## src/rtl/main_control_fsm_pkg.sv

```systemverilog
// Shared encodings for the multicycle RV32I controller: states, opcodes, ALU ops and mux selects.
package main_control_fsm_pkg;

  typedef enum logic [3:0] {
    StFetch, StDecode, StMemAdr, StMemRead, StMemWb, StMemWrite, StExecR, StExecI,
    StAluWb, StBranch, StJal, StJalr, StJalrPc, StLui, StAuipc, StHalt
  } state_e;

  // How the ALU decoder should interpret funct3/funct7 in the current state.
  typedef enum logic [2:0] {
    ClsAdd, ClsR, ClsI, ClsBranch, ClsPassB
  } alu_cls_e;

  localparam logic [6:0] OpLoad   = 7'h03;
  localparam logic [6:0] OpStore  = 7'h23;
  localparam logic [6:0] OpR      = 7'h33;
  localparam logic [6:0] OpI      = 7'h13;
  localparam logic [6:0] OpBranch = 7'h63;
  localparam logic [6:0] OpJal    = 7'h6F;
  localparam logic [6:0] OpJalr   = 7'h67;
  localparam logic [6:0] OpLui    = 7'h37;
  localparam logic [6:0] OpAuipc  = 7'h17;

  localparam logic [3:0] AluAdd   = 4'd0;
  localparam logic [3:0] AluSub   = 4'd1;
  localparam logic [3:0] AluAnd   = 4'd2;
  localparam logic [3:0] AluOr    = 4'd3;
  localparam logic [3:0] AluXor   = 4'd4;
  localparam logic [3:0] AluSll   = 4'd5;
  localparam logic [3:0] AluSrl   = 4'd6;
  localparam logic [3:0] AluSra   = 4'd7;
  localparam logic [3:0] AluSlt   = 4'd8;
  localparam logic [3:0] AluSltu  = 4'd9;
  localparam logic [3:0] AluPassB = 4'd10;

  localparam logic [2:0] ImmI = 3'd0;
  localparam logic [2:0] ImmS = 3'd1;
  localparam logic [2:0] ImmB = 3'd2;
  localparam logic [2:0] ImmU = 3'd3;
  localparam logic [2:0] ImmJ = 3'd4;

  localparam logic [1:0] SrcAOldPc = 2'd0;
  localparam logic [1:0] SrcAPc    = 2'd1;
  localparam logic [1:0] SrcAReg   = 2'd2;

  localparam logic [1:0] SrcBReg  = 2'd0;
  localparam logic [1:0] SrcBImm  = 2'd1;
  localparam logic [1:0] SrcBFour = 2'd2;

  localparam logic [2:0] OutAluReg = 3'd0;
  localparam logic [2:0] OutAluOut = 3'd1;
  localparam logic [2:0] OutData   = 3'd2;

endpackage

```

## src/rtl/main_control_fsm_alu_decoder.sv

```systemverilog
// Combinational ALU operation select and branch resolution from state class and funct fields.
module main_control_fsm_alu_decoder
  import main_control_fsm_pkg::*;
(
  input  alu_cls_e   cls_i,
  input  logic [2:0] funct3_i,
  input  logic       funct7_5_i,
  input  logic       zero_i,
  input  logic       lt_i,
  output logic [3:0] alu_ctrl_o,
  output logic       taken_o,
  output logic       br_bad_o
);

  always_comb begin
    alu_ctrl_o = AluAdd;
    taken_o    = 1'b0;
    br_bad_o   = 1'b0;
    case (cls_i)
      ClsR, ClsI: begin
        case (funct3_i)
          // Immediate form has no SUB: funct7 there is part of the immediate.
          3'b000:  alu_ctrl_o = (cls_i == ClsR && funct7_5_i) ? AluSub : AluAdd;
          3'b001:  alu_ctrl_o = AluSll;
          3'b010:  alu_ctrl_o = AluSlt;
          3'b011:  alu_ctrl_o = AluSltu;
          3'b100:  alu_ctrl_o = AluXor;
          3'b101:  alu_ctrl_o = funct7_5_i ? AluSra : AluSrl;
          3'b110:  alu_ctrl_o = AluOr;
          default: alu_ctrl_o = AluAnd;
        endcase
      end
      ClsBranch: begin
        case (funct3_i)
          3'b000: begin alu_ctrl_o = AluSub;  taken_o = zero_i;  end
          3'b001: begin alu_ctrl_o = AluSub;  taken_o = ~zero_i; end
          3'b100: begin alu_ctrl_o = AluSlt;  taken_o = lt_i;    end
          3'b101: begin alu_ctrl_o = AluSlt;  taken_o = ~lt_i;   end
          3'b110: begin alu_ctrl_o = AluSltu; taken_o = lt_i;    end
          3'b111: begin alu_ctrl_o = AluSltu; taken_o = ~lt_i;   end
          default: begin alu_ctrl_o = AluSub; br_bad_o = 1'b1;   end
        endcase
      end
      ClsPassB: alu_ctrl_o = AluPassB;
      default:  alu_ctrl_o = AluAdd;
    endcase
  end

endmodule

```

## src/rtl/main_control_fsm.sv

```systemverilog
// Multicycle RV32I controller: Moore state sequencing of fetch/decode/execute/memory/writeback,
// halting permanently (until reset) on ECALL/EBREAK or any unrecognised opcode.
module main_control_fsm
  import main_control_fsm_pkg::*;
(
  input  logic       clk,
  input  logic       rst,
  input  logic [6:0] opcode,
  input  logic [2:0] funct3,
  input  logic [6:0] funct7,
  input  logic       zero_flag,
  input  logic       alu_lt,
  output logic       adr_src,
  output logic       pc_write,
  output logic       ir_write,
  output logic       mem_write,
  output logic       reg_write,
  output logic       output_en,
  output logic [2:0] out_mux_sel,
  output logic [2:0] imm_sel,
  output logic [1:0] alu_src_a_sel,
  output logic [1:0] alu_src_b_sel,
  output logic [3:0] alu_ctrl,
  output logic       halted
);

  state_e     state_q, state_d;
  alu_cls_e   alu_cls;
  logic [3:0] dec_alu;
  logic       dec_taken;
  logic       dec_br_bad;
  logic       unused_funct7;

  assign unused_funct7 = ^{funct7[6], funct7[4:0]};

  main_control_fsm_alu_decoder u_alu_decoder (
    .cls_i      (alu_cls),
    .funct3_i   (funct3),
    .funct7_5_i (funct7[5]),
    .zero_i     (zero_flag),
    .lt_i       (alu_lt),
    .alu_ctrl_o (dec_alu),
    .taken_o    (dec_taken),
    .br_bad_o   (dec_br_bad)
  );

  always_comb begin
    alu_cls = ClsAdd;
    case (state_q)
      StExecR:  alu_cls = ClsR;
      StExecI:  alu_cls = ClsI;
      StBranch: alu_cls = ClsBranch;
      StLui:    alu_cls = ClsPassB;
      default:  alu_cls = ClsAdd;
    endcase
  end

  always_comb begin
    state_d = state_q;
    case (state_q)
      StFetch: state_d = StDecode;
      StDecode: begin
        case (opcode)
          OpLoad, OpStore: state_d = StMemAdr;
          OpR:             state_d = StExecR;
          OpI:             state_d = StExecI;
          OpBranch:        state_d = StBranch;
          OpJal:           state_d = StJal;
          OpJalr:          state_d = StJalr;
          OpLui:           state_d = StLui;
          OpAuipc:         state_d = StAuipc;
          default:         state_d = StHalt;
        endcase
      end
      StMemAdr:           state_d = (opcode == OpStore) ? StMemWrite : StMemRead;
      StMemRead:          state_d = StMemWb;
      StMemWb:            state_d = StFetch;
      StMemWrite:         state_d = StFetch;
      StExecR, StExecI:   state_d = StAluWb;
      StAluWb:            state_d = StFetch;
      StBranch:           state_d = dec_br_bad ? StHalt : StFetch;
      StJal:              state_d = StAluWb;
      StJalr:             state_d = StJalrPc;
      StJalrPc:           state_d = StAluWb;
      StLui, StAuipc:     state_d = StAluWb;
      default:            state_d = StHalt;
    endcase
  end

  always_ff @(posedge clk) begin
    if (rst) begin
      state_q <= StFetch;
    end else begin
      state_q <= state_d;
    end
  end

  always_comb begin
    adr_src       = 1'b0;
    pc_write      = 1'b0;
    ir_write      = 1'b0;
    mem_write     = 1'b0;
    reg_write     = 1'b0;
    out_mux_sel   = OutAluReg;
    imm_sel       = ImmI;
    alu_src_a_sel = SrcAOldPc;
    alu_src_b_sel = SrcBReg;
    halted        = 1'b0;
    case (state_q)
      StFetch: begin
        ir_write      = 1'b1;
        pc_write      = 1'b1;
        out_mux_sel   = OutAluOut;
        alu_src_a_sel = SrcAPc;
        alu_src_b_sel = SrcBFour;
      end
      StDecode: begin
        // Speculative branch/jump target, latched into alu_reg for the next state.
        imm_sel       = (opcode == OpJal) ? ImmJ : ImmB;
        alu_src_b_sel = SrcBImm;
      end
      StMemAdr: begin
        imm_sel       = (opcode == OpStore) ? ImmS : ImmI;
        alu_src_a_sel = SrcAReg;
        alu_src_b_sel = SrcBImm;
      end
      StMemRead: adr_src = 1'b1;
      StMemWb: begin
        out_mux_sel = OutData;
        reg_write   = 1'b1;
      end
      StMemWrite: begin
        adr_src   = 1'b1;
        mem_write = 1'b1;
      end
      StExecR: alu_src_a_sel = SrcAReg;
      StExecI: begin
        alu_src_a_sel = SrcAReg;
        alu_src_b_sel = SrcBImm;
      end
      StAluWb: reg_write = 1'b1;
      StBranch: begin
        alu_src_a_sel = SrcAReg;
        pc_write      = dec_taken;
      end
      StJal, StJalrPc: begin
        pc_write      = 1'b1;
        alu_src_b_sel = SrcBFour;
      end
      StJalr: begin
        alu_src_a_sel = SrcAReg;
        alu_src_b_sel = SrcBImm;
      end
      StLui: begin
        imm_sel       = ImmU;
        alu_src_b_sel = SrcBImm;
      end
      StAuipc: begin
        imm_sel       = ImmU;
        alu_src_b_sel = SrcBImm;
      end
      StHalt: halted = 1'b1;
      default: ;
    endcase
    alu_ctrl = dec_alu;
    // Reset aborts any instruction in flight: nothing may be written while it is held.
    if (rst) begin
      adr_src       = 1'b0;
      pc_write      = 1'b0;
      ir_write      = 1'b0;
      mem_write     = 1'b0;
      reg_write     = 1'b0;
      out_mux_sel   = 3'd0;
      imm_sel       = 3'd0;
      alu_src_a_sel = 2'd0;
      alu_src_b_sel = 2'd0;
      alu_ctrl      = 4'd0;
      halted        = 1'b0;
    end
    output_en = reg_write;
  end

endmodule

```

## config.mk

```make
export PLATFORM = sky130hd
export DESIGN_NAME = main_control_fsm
export DESIGN_NICKNAME = d
export VERILOG_FILES = /design/src/rtl/main_control_fsm_pkg.sv /design/src/rtl/main_control_fsm_alu_decoder.sv /design/src/rtl/main_control_fsm.sv
export SDC_FILE = /design/constraint.sdc
export NUM_CORES = 1
export LEC_CHECK = 0
export ABC_CLOCK_PERIOD_IN_PS = 2100
export BUFFER_PORTS_ARGS = -buffer_cell sky130_fd_sc_hd__buf_2
export CAP_MARGIN = 20
export CORE_ASPECT_RATIO = 1.1
export CORE_MARGIN = 2
export CORE_UTILIZATION = 40
export DETAILED_ROUTE_END_ITERATION = 8
export GPL_TIMING_DRIVEN = 0
export MAX_ROUTING_LAYER = met4
export PLACE_DENSITY = 0.77
export REMOVE_ABC_BUFFERS = 1
export SLEW_MARGIN = 20
export SYNTH_ARGS = -nofsm -noshare
export SYNTH_HDL_FRONTEND = slang
export SYNTH_SLANG_ARGS = --single-unit
```

## constraint.sdc

```tcl
create_clock -name clk -period 2.1 [get_ports clk]
set_clock_uncertainty 0.05 [all_clocks]
set_input_delay 0.525 -clock clk [delete_from_list [all_inputs] [get_ports clk]]
set_output_delay 0.525 -clock clk [all_outputs]
set_load 0.01 [all_outputs]
```

Yosys cells after proc, flatten, opt, wreduce, memory -nomap -nowiden

Index checks and enable logic that the tools add are counted.

Eq/ne operators: 35
Multiplexer cells: 37
Bitwise logic cells: 2
Reductions and logical operators: 18

Operators by type and width:

| operator                                                        | number |
|---|---|
| 4-bit one-hot mux with 8 select lines                           | 2 |
| 4-bit == test, second input constant                            | 8 |
| 4-bit one-hot mux with 7 select lines                           | 1 |
| 7-bit by 6-bit == test with 1-bit output, second input constant | 3 |
| 7-bit == test, second input constant                            | 3 |
| 2-bit OR reduction                                              | 9 |
| 6-bit OR reduction                                              | 3 |
| 1-bit 2-to-1 mux                                                | 17 |
| 4-bit by 3-bit == test with 1-bit output, second input constant | 4 |
| 3-bit == test, second input constant                            | 5 |
| 7-bit by 5-bit == test with 1-bit output, second input constant | 2 |
| 3-bit by 2-bit == test with 1-bit output, second input constant | 4 |
| 3-bit 2-to-1 mux                                                | 4 |
| 2-bit one-hot mux with 2 select lines                           | 3 |
| 3-bit one-hot mux with 4 select lines                           | 1 |
| 4-bit one-hot mux with 3 select lines                           | 1 |
| 3-bit one-hot mux with 3 select lines                           | 1 |
| 4-bit by 2-bit == test with 1-bit output, second input constant | 2 |
| 4-bit 2-to-1 mux                                                | 2 |
| 4-bit one-hot mux with 2 select lines                           | 1 |
| 7-bit by 2-bit == test with 1-bit output, second input constant | 1 |
| 3-bit by 1-bit == test with 1-bit output, second input constant | 2 |
| 3-bit OR reduction                                              | 2 |
| 5-bit OR reduction                                              | 1 |
| 8 further kinds                                                 | 10 |

Flip-flop bits (word level): 4
Bits of input ports: 21
Output and inout bits: 21
Logic and storage cells: 93

Logic depth before layout (Yosys ltp)

Gate-level depths: netlist of run 1.

Word-level depth: 8
Depth in mapped cells: 6

Hierarchy

A second synthesis of run 1 with hierarchy kept.

Cells, all modules: 139
Area total of the unflattened synthesis: 885.8 µm²

By module, submodules not included:

| module                       | instances | cells each | area each (µm²) | seq. area each (µm²) |
|---|---|---|---|---|
| main_control_fsm             | 1         | 112        | 730.7           | 80.1 |
| main_control_fsm_alu_decoder | 1         | 27         | 155.1           | 0.0 |

Least setup slack after synthesis of run 1

OpenSTA, ideal clock, no wires.

Path type: register -> output
From: register state_q[0]
To: output port alu_src_a_sel[0]
Data arrival time: 1.404 ns
Slack: 0.121 ns
Stages on the path, launching flop included: 5
Buffers on the path: 2
Cell sequence: dfxtp_1 -> buf_2 -> or3_4 -> nor3_1 -> buf_4

Cells in the longest elaborated chain, start to end: 4
Elaborated cells on any way between the ends: 9

Ends and longest elaborated chain:

| what                                        | RTL line                | source |
|---|---|---|
| from (decl)                                 | main_control_fsm.sv:27  | `state_e state_q, state_d;` |
| from (signal assigned)                      | main_control_fsm.sv:92  | `state_q <= StFetch;` |
| from (signal assigned)                      | main_control_fsm.sv:94  | `state_q <= state_d;` |
| 4-bit == test, or another cell as far along | main_control_fsm.sv:109 | `case (state_q)` |
| 5-bit OR reduction (no source line)         | --                      |  |
| 2-bit one-hot mux with 2 select lines *     | main_control_fsm.sv:109 |  |
| 2-bit 2-to-1 mux *                          | main_control_fsm.sv:167 | `if (rst) begin` |
| to (decl)                                   | main_control_fsm.sv:21  | `output logic [1:0] alu_src_a_sel,` |

Every way passes the cells marked *; elsewhere a longest branch is shown, timed or not.

Worst setup path after layout of run 1

From: input port opcode[2]
To: output port imm_sel[0]

Cells in the longest elaborated chain, start to end: 4

Ends and longest elaborated chain:

| what                                     | RTL line                | source |
|---|---|---|
| from (decl)                              | main_control_fsm.sv:8   | `input logic [6:0] opcode,` |
| 7-bit by 6-bit == test with 1-bit output | main_control_fsm.sv:123 | `imm_sel = (opcode == OpStore) ? ImmS : ImmI;` |
| 1-bit 2-to-1 mux                         | main_control_fsm.sv:123 |  |
| 3-bit one-hot mux with 3 select lines    | main_control_fsm.sv:109 |  |
| 3-bit 2-to-1 mux                         | main_control_fsm.sv:167 |  |
| to (decl)                                | main_control_fsm.sv:20  | `output logic [2:0] imm_sel,` |

No other way between the ends.

==> reports/qor_table.md, run 1 <==
| Quantity | Value | Unit |
|:---|:---|:---|
| Status | finished clean | - |
| Compound-cell area share of the yosys netlist | 0.2764 | - |
| Final nets | 176 | - |
| Net switching power | 548.8 | uW |
| Count of pins over their slew limit | 0 | - |
| Tightest Hold Check Type | reg -> reg | - |
| Average wire per standard cell | 12.21 | um |
| Routability Congestion | 0.8036 | - |
| Core Footprint | 1978 | um^2 |
| Number of I/O pins | 42 | - |
| Total global routing track utilization | 0.1819 | - |
| Final period utilization | 0.9763 | - |
| Peak per-stage delay on the critical path | 350 | ps |
| Maximum VDD drop | 0.5377 | mV |
| CTS tree | done | - |
| Fraction of layout cells with a size suffix above 1 | 0.3595 | - |
| Cell area after synthesis | 828.3 | um^2 |
| YS warnings | 0 | - |
| Share of synthesized cell area in and, or, nand and nor gates | 0.4653 | - |
| Clock network latency to the later pin of the worst-skew pair | 230 | ps |
| Wirelength, routed | 2.210 | mm |
| Initial antenna violation count | 0 | - |
| Final antenna-violating net count | 0 | - |
| Minimum setup slack in the final design | 49.78 | ps |
| Standard cell with the maximum stage delay on the critical path | sky130_fd_sc_hd__nor4_4 | - |
| Ant. Diodes | 0 | - |
| Adder and majority gate portion of the synthesized area | 0 | - |
| Startpoint types | input pin | - |
| Clock network fraction of total power | 0.085 | - |
| Vias/cell | 5.602 | - |
| Proportion of total power due to net switching | 0.4986 | - |
| Count of buffers inserted at the top-level ports | 34 | - |
| Minimum period implied by the final worst setup slack | 2050 | ps |
| Leading registers by flop count | state_q: 4 flops | - |
| Sequential cell fraction of total power | 0.228 | - |
| Smallest hold slack | 584.2 | ps |
| Number of flip-flops in the largest register | 4 | - |
| Top register by number of flip-flops | state_q | - |
| Width of the chip | 47.39 | um |
| Hold-fix buffers, CTS | 0 | - |
| Vias | 1,014 | - |
| Number of maximum-capacitance constraint violations | 0 | - |
| Bufs on Longest Clock Path | 2 | - |
| Total of flip-flops plus latches after synthesis | 4 | - |
| Logic gate share of total power | 0.687 | - |
| Cell count after synthesis | 124 | - |
| Post-synthesis average cell area | 6.680 | um^2 |
| Worst EP arrival | 1480 | ps |
| Number of clock sinks | 4 | - |
| Vertical die dimension | 51.73 | um |
| Sequential cell area fraction in the yosys report | 0.09668 | - |
| Share of cell area taken by muxes after synthesis | 0.01208 | - |
| Internal portion of total power | 551.8 | uW |
| Area growth from synthesis to final layout | 27.80 | % |
| Congestion Overflow GR | 0 | - |
| Prevailing post-synth register cell | sky130_fd_sc_hd__dfxtp_1 | - |
| Cell variety after synth | 46 | - |
| Pin count of the biggest net entering global routing | 21 | - |
| Hold Violations, Final | 0 | - |
| Global-route wire length before repair | 3.367 | mm |
| Static leakage | 0.0004724 | uW |
| Async S/R FF share, synth | 0 | - |
| Type of the setup path with the least slack | in -> out | - |
| Effective utilization at floorplan | 0.4187 | - |
| Endpoint kind of the worst setup timing path | output pin | - |
| Total of endpoints with negative setup slack in the final report | 0 | - |
| Max FO, Critical Path | 7 | - |
| Largest family of logic cells by synthesized area | simple AND/OR/NAND/NOR gates | - |
| First DRT Iteration DRCs | 20 | - |
| Count of flip-flops with a built-in enable after synthesis | 0 | - |
| Worst path required time | 1520 | ps |
| Via count of the first global-routing pass | 822 | - |
| Number of buffers created by CTS | 3 | - |
| Clock transition at the registers of the reported paths | 40 | ps |
| Number of standard-cell rows in the floorplan | 17 | - |
| Critical-path cell list | buf_6, nor4_4, nand4_1, a21oi_1, buf_2 | - |
| Minimum setup slack after placement | -43.17 | ps |
| Number of design rule violations left after detail routing | 0 | - |
| Full die area | 2451 | um^2 |
| Clock root buffer | sky130_fd_sc_hd__clkbuf_4 | - |
| Xor and xnor area share after synthesis | 0.03172 | - |
| Max Clk Rate | 0.4878 | GHz |
| Unrepaired setup endpoints after global routing | true | - |
| Pwr Density | 1040 | nW/um^2 |
| HPWL after detailed placement | 1.525 | mm |
| Number of levels in the clock H-tree | 1 | - |
| Router iterations before antenna repair | 4 | - |
==> critical path, delay by kind of cell <==
family          cells  cell delay (ps)
simple gates        2              510
compound gates      1              180
buf+inv             2              260
==> path summary, 6_finish.rpt <==
check	end	startpoint	cells past startpoint	slack [ps]
worst max-delay path	imm_sel[0]	opcode[2]	5	50
worst min register to register	state_q[2]	state_q[0]	2	580
worst min-delay path	state_q[2]	state_q[0]	2	580
worst max register to register	state_q[0]	state_q[3]	5	740
==> layout make-up <==
class | count | area (um^2)
sequential | 4 | 95.09
inverter | 2 | 7.507
fill | 209 | 919.6
tap | 28 | 35.03
multi-input combinational | 104 | 673.1
timing repair buffer | 40 | 225.2
clock buffer | 3 | 22.52
==> power groups by stage <==
stage               logic (uW)  clock network (uW)  registers, uW
global route               840                94.8            266
floorplan                  456                   0            222
finish                     756                93.5            251
CTS                        670                94.6            272
detailed placement         633                   0            265
global placement           620                   0            261
==> layout by cell type (no fill, tap or decap), drive strengths merged, types with 2 or more instances in the layout <==
cell type  instances
buf               39
a21oi             14
nor2              12
nand2b             8
nand2              8
nor3               8
nor2b              8
a31oi              4
clkbuf             4
dfxtp              4
o211ai             3
nand4              3
o21ai              3
nor4               3
nand3              2
inv                2
a22oi              2
xor2               2
nor4b              2
==> cell usage after synthesis, types with 2 or more instances <==
cell	instances	area [um^2]
sky130_fd_sc_hd__buf_4	7	52.55
sky130_fd_sc_hd__dfxtp_1	4	80.08
sky130_fd_sc_hd__nor2_1	12	45.04
sky130_fd_sc_hd__nand2_1	8	30.03
sky130_fd_sc_hd__nand4_1	3	18.77
sky130_fd_sc_hd__nand2b_1	8	50.05
sky130_fd_sc_hd__a22oi_1	2	15.01
sky130_fd_sc_hd__o21ai_0	3	15.01
sky130_fd_sc_hd__inv_1	2	7.510
sky130_fd_sc_hd__nor2b_1	8	50.05
sky130_fd_sc_hd__buf_2	5	25.02
sky130_fd_sc_hd__a31oi_1	4	25.02
sky130_fd_sc_hd__a21oi_1	14	70.07
sky130_fd_sc_hd__nand3_1	2	10.01
sky130_fd_sc_hd__o211ai_1	3	22.52
sky130_fd_sc_hd__nor3_1	8	40.04
sky130_fd_sc_hd__xor2_1	2	17.52
==> metrics by stage <==
stage | power, uW | cell area [um^2] | util | instances | setup TNS [ps]
3_3_place_gp | 881.2 | 947.2 | 0.4788 | 172 | -4.155
5_1_grt | 1202 | 1059 | 0.5351 | 181 | -14.81
3_5_place_dp | 898.7 | 947.2 | 0.4788 | 172 | -84.95
4_1_cts | 1036 | 999.7 | 0.5054 | 177 | 0
6_report | 1101 | 1059 | 0.5351 | 181 | 0
2_1_floorplan | 677.8 | 742.0 | - | 110 | 0
==> routing by layer <==
layer,part of all wire,global-route usage,vias to the layer above
met4,0,0.02778,0
met1,0.43,0.2332,468
met2,0.53,0.3198,29
li1,-,-,517
met3,0.047,0,0
met5,0,-,-
==> logic make-up after synthesis <==
group | after synthesis
DFF | 4
muxes | 1
buffers and inverters | 16
xor gates and xnor gates | 3
other | 1
AOI/OAI and AO/OA | 36
and+or+nand+nor | 63
==> what timing repair did <==
action                     4_1_cts  5_1_grt
setup endpoints to repair       14        6
buffers inserted                 2        4
resized for setup                9        9
pin swaps                        1        3
No activity file was read; power rests on OpenSTA's default activity.
==> run 2, diff against run 1 <==
--- a/config.mk
+++ b/config.mk
@@ -14,9 +14,10 @@
 export DETAILED_ROUTE_END_ITERATION = 8
 export GPL_TIMING_DRIVEN = 0
 export MAX_ROUTING_LAYER = met4
-export PLACE_DENSITY = 0.77
+export PLACE_DENSITY = 0.76
 export REMOVE_ABC_BUFFERS = 1
 export SLEW_MARGIN = 20
 export SYNTH_ARGS = -nofsm -noshare
 export SYNTH_HDL_FRONTEND = slang
+export SYNTH_HIERARCHICAL = 1
 export SYNTH_SLANG_ARGS = --single-unit
==> run 2 against run 1 <==
Against the previous run:
- highest routed layer is now met4
- critical path type is now reg -> out
- largest cell class unchanged
- the run now ends with setup timing left
- non-clock buffer count grew 18
- core utilization grew 16 points
- global-route usage grew 5.4 points
- largest power group unchanged
==> reports/qor_table.md, run 2 <==
| Quantity | Value | Unit |
|:---|:---|:---|
| Final antenna-violating net count | 0 | - |
| Core Footprint | 2042 | um^2 |
| Full die area | 2607 | um^2 |
| Static leakage | 0.0006123 | uW |
| Router iterations before antenna repair | 4 | - |
| Count of flip-flops with a built-in enable after synthesis | 0 | - |
| Area growth from synthesis to final layout | 59.89 | % |
| Number of flip-flops in the largest register | 4 | - |
| First DRT Iteration DRCs | 43 | - |
| Max FO, Critical Path | 7 | - |
| CTS tree | done | - |
| Total of endpoints with negative setup slack in the final report | 12 | - |
| Clock transition at the registers of the reported paths | 40 | ps |
| Tightest Hold Check Type | in -> reg | - |
| Cell count after synthesis | 139 | - |
| Via count of the first global-routing pass | 1,134 | - |
| Net switching power | 624.0 | uW |
| Effective utilization at floorplan | 0.4338 | - |
| Vias/cell | 5.771 | - |
| Clock root buffer | sky130_fd_sc_hd__clkbuf_4 | - |
| Setup TNS Final | -2207 | ps |
| Final nets | 209 | - |
| Count leader, synth | sky130_fd_sc_hd__nor2_1 | - |
| Prevailing post-synth register cell | sky130_fd_sc_hd__dfxtp_1 | - |
| Filler Cells Inserted | 181 | - |
| Number of I/O pins | 42 | - |
| Final period utilization | 1.150 | - |
| Type of the setup path with the least slack | reg -> out | - |
| Status | complete, but fails checks | - |
| Maximum VDD drop | 0.5243 | mV |
| Clock network fraction of total power | 0.071 | - |
| Number of buffers created by CTS | 3 | - |
| Clock network latency to the later pin of the worst-skew pair | 230 | ps |
| Count of buffers inserted at the top-level ports | 34 | - |
| Global-route wire length before repair | 4.788 | mm |
| Width of the chip | 48.87 | um |
| Pwr Density | 937.2 | nW/um^2 |
| Max Clk Rate | 0.4141 | GHz |
| YS warnings | 6 | - |
| Area leader, netlist | sky130_fd_sc_hd__dfxtp_1 | - |
| Pin count of the biggest net entering global routing | 20 | - |
| Ant. Diodes | 0 | - |
| Minimum setup slack in the final design | -314.7 | ps |
| Hold Violations, Final | 0 | - |
| Startpoint types | flip-flop | - |
| Number of maximum-capacitance constraint violations | 0 | - |
| Sequential cell fraction of total power | 0.155 | - |
| Cell area after synthesis | 885.9 | um^2 |
| Count of pins over their slew limit | 0 | - |
| Congestion Overflow GR | 0 | - |
| Hold-fix buffers, CTS | 0 | - |
| Number of clock sinks | 4 | - |
| Minimum period implied by the final worst setup slack | 2415 | ps |
| Post-synthesis average cell area | 6.373 | um^2 |
| Fraction of layout cells with a size suffix above 1 | 0.5323 | - |
| Sequential cell area fraction in the yosys report | 0.09040 | - |
| Async S/R FF share, synth | 0 | - |
| Most common library cells after synthesis | sky130_fd_sc_hd__nor2_1, sky130_fd_sc_hd__nand2_1, sky130_fd_sc_hd__a21oi_1 | - |
| Leading registers by flop count | state_q: 4 flops | - |
| Endpoint kind of the worst setup timing path | output pin | - |
| Top register by number of flip-flops | state_q | - |
| Wirelength, routed | 3.136 | mm |
| Vertical die dimension | 53.36 | um |
| Worst path required time | 1520 | ps |
| Violations in the final reports | setup timing | - |
| Average wire per standard cell | 14.65 | um |
| Worst EP arrival | 1840 | ps |
| Dominant cells by area after synthesis | sky130_fd_sc_hd__dfxtp_1, sky130_fd_sc_hd__nor2b_1, sky130_fd_sc_hd__a21oi_1 | - |
| Total of flip-flops plus latches after synthesis | 4 | - |
| HPWL after detailed placement | 1.665 | mm |
| Cell variety after synth | 47 | - |
| Commonest non-fill, non-tap cells in the layout | sky130_fd_sc_hd__buf_2, sky130_fd_sc_hd__buf_4, sky130_fd_sc_hd__nand2_1, sky130_fd_sc_hd__nor2_1, sky130_fd_sc_hd__a21oi_1 | - |
| Routability Congestion | 0.7691 | - |
| Final total power | 1327 | uW |
| Smallest hold slack | 632.8 | ps |
| Bufs on Longest Clock Path | 2 | - |
| Most common cell after layout, fill and taps aside | sky130_fd_sc_hd__buf_2 | - |
| Number of standard-cell rows in the floorplan | 17 | - |
| Number of design rule violations left after detail routing | 0 | - |
| Vias | 1,235 | - |
| Share of Yosys cell area claimed by the top area cell type | 0.09040 | - |
| Total global routing track utilization | 0.2356 | - |
| Initial antenna violation count | 0 | - |
| Unrepaired setup endpoints after global routing | true | - |
| Internal portion of total power | 703.4 | uW |
| Proportion of total power due to net switching | 0.4701 | - |
| Logic gate share of total power | 0.775 | - |
| Number of levels in the clock H-tree | 1 | - |
## run 2: changes by cell type after synthesis, sizes merged, moves of 3 or more
| cell | before | now |
|---|---|---|
| o211ai | 3 | 0 |
| nor2 | 12 | 16 |
| o21a | 0 | 3 |
| o21ai | 3 | 9 |
| nand2 | 8 | 15 |
## run 2: area by class of cell
class                      count  area [um^2]  area share
clock buffer                   3        22.52     0.01590
timing repair buffer          58        401.6      0.2836
tap                           28        35.03     0.02473
multi-input combinational    118        850.8      0.6007
sequential                     4        95.09     0.06714
inverter                       3        11.26    0.007951
## run 2: worst max-delay path, cell delays in order, from the launching register on
cell	delay, ps
sky130_fd_sc_hd__dfxtp_4	420
sky130_fd_sc_hd__nor2_4	60
sky130_fd_sc_hd__nand2_2	90
sky130_fd_sc_hd__o21ai_2	60
sky130_fd_sc_hd__and2_4	180
sky130_fd_sc_hd__xnor2_2	140
sky130_fd_sc_hd__or2_4	280
sky130_fd_sc_hd__o21ai_1	120
sky130_fd_sc_hd__nor2b_1	120
sky130_fd_sc_hd__buf_2	130
## run 2: timing repair
| item | CTS | global route |
|---|---|---|
| endpoints found under the setup margin | 18 | 20 |
| pin swaps | 12 | 18 |
| gates resized for setup | 44 | 13 |
| cloned | 0 | 0 |
| buffers inserted | 20 | 5 |
## run 2: per-layer routing
metal | track usage | part of all wire | vias to the layer above
li1 | - | - | 592
met1 | 0.2256 | 0.35 | 581
met2 | 0.4977 | 0.57 | 54
met3 | 0.005650 | 0.049 | 8
met4 | 0.1048 | 0.025 | 0
met5 | - | 0 | -
## run 2: power groups by stage
stage | Sequential [uW] | Combinational [uW] | Clock [uW]
after floorplan | 192 | 395 | 0
after global placement | 219 | 530 | 0
after detailed placement | 221 | 548 | 0
after CTS | 193 | 924 | 92.6
after global routing | 209 | 1100 | 96.7
final | 205 | 1030 | 93.6
## run 2: cell families (layout without fill, tap and decap cells)
logic type / after synthesis / after routing / synth area share
other cells: 1 / 1 / 0.004233
mux: 1 / 1 / 0.01271
buf+inv: 17 / 64 / 0.1031
compound gates: 40 / 40 / 0.2952
xor+xnor: 4 / 4 / 0.03956
simple gates: 72 / 72 / 0.4548
flops: 4 / 4 / 0.09040
## run 2: final timing paths
check	start	to	slack (ps)	depth (start not counted)
worst max-delay path	state_q[1]	alu_ctrl[0]	-310	9
worst max register to register	state_q[1]	state_q[2]	120	9
worst min register to register	state_q[3]	state_q[0]	690	3
worst min-delay path	opcode[2]	state_q[2]	630	4
## run 2: per-stage QoR
stage | area, um^2 | setup WS [ps] | utilization | std cells
6_report | 1416 | -314.7 | 0.6936 | 214
5_1_grt | 1416 | -389.1 | 0.6936 | 214
4_1_cts | 1344 | -245.3 | 0.6581 | 210
3_5_place_dp | 1011 | -650.4 | 0.4951 | 187
3_3_place_gp | 1011 | -590.7 | 0.4951 | 187
2_1_floorplan | 805.8 | -291.4 | - | 125
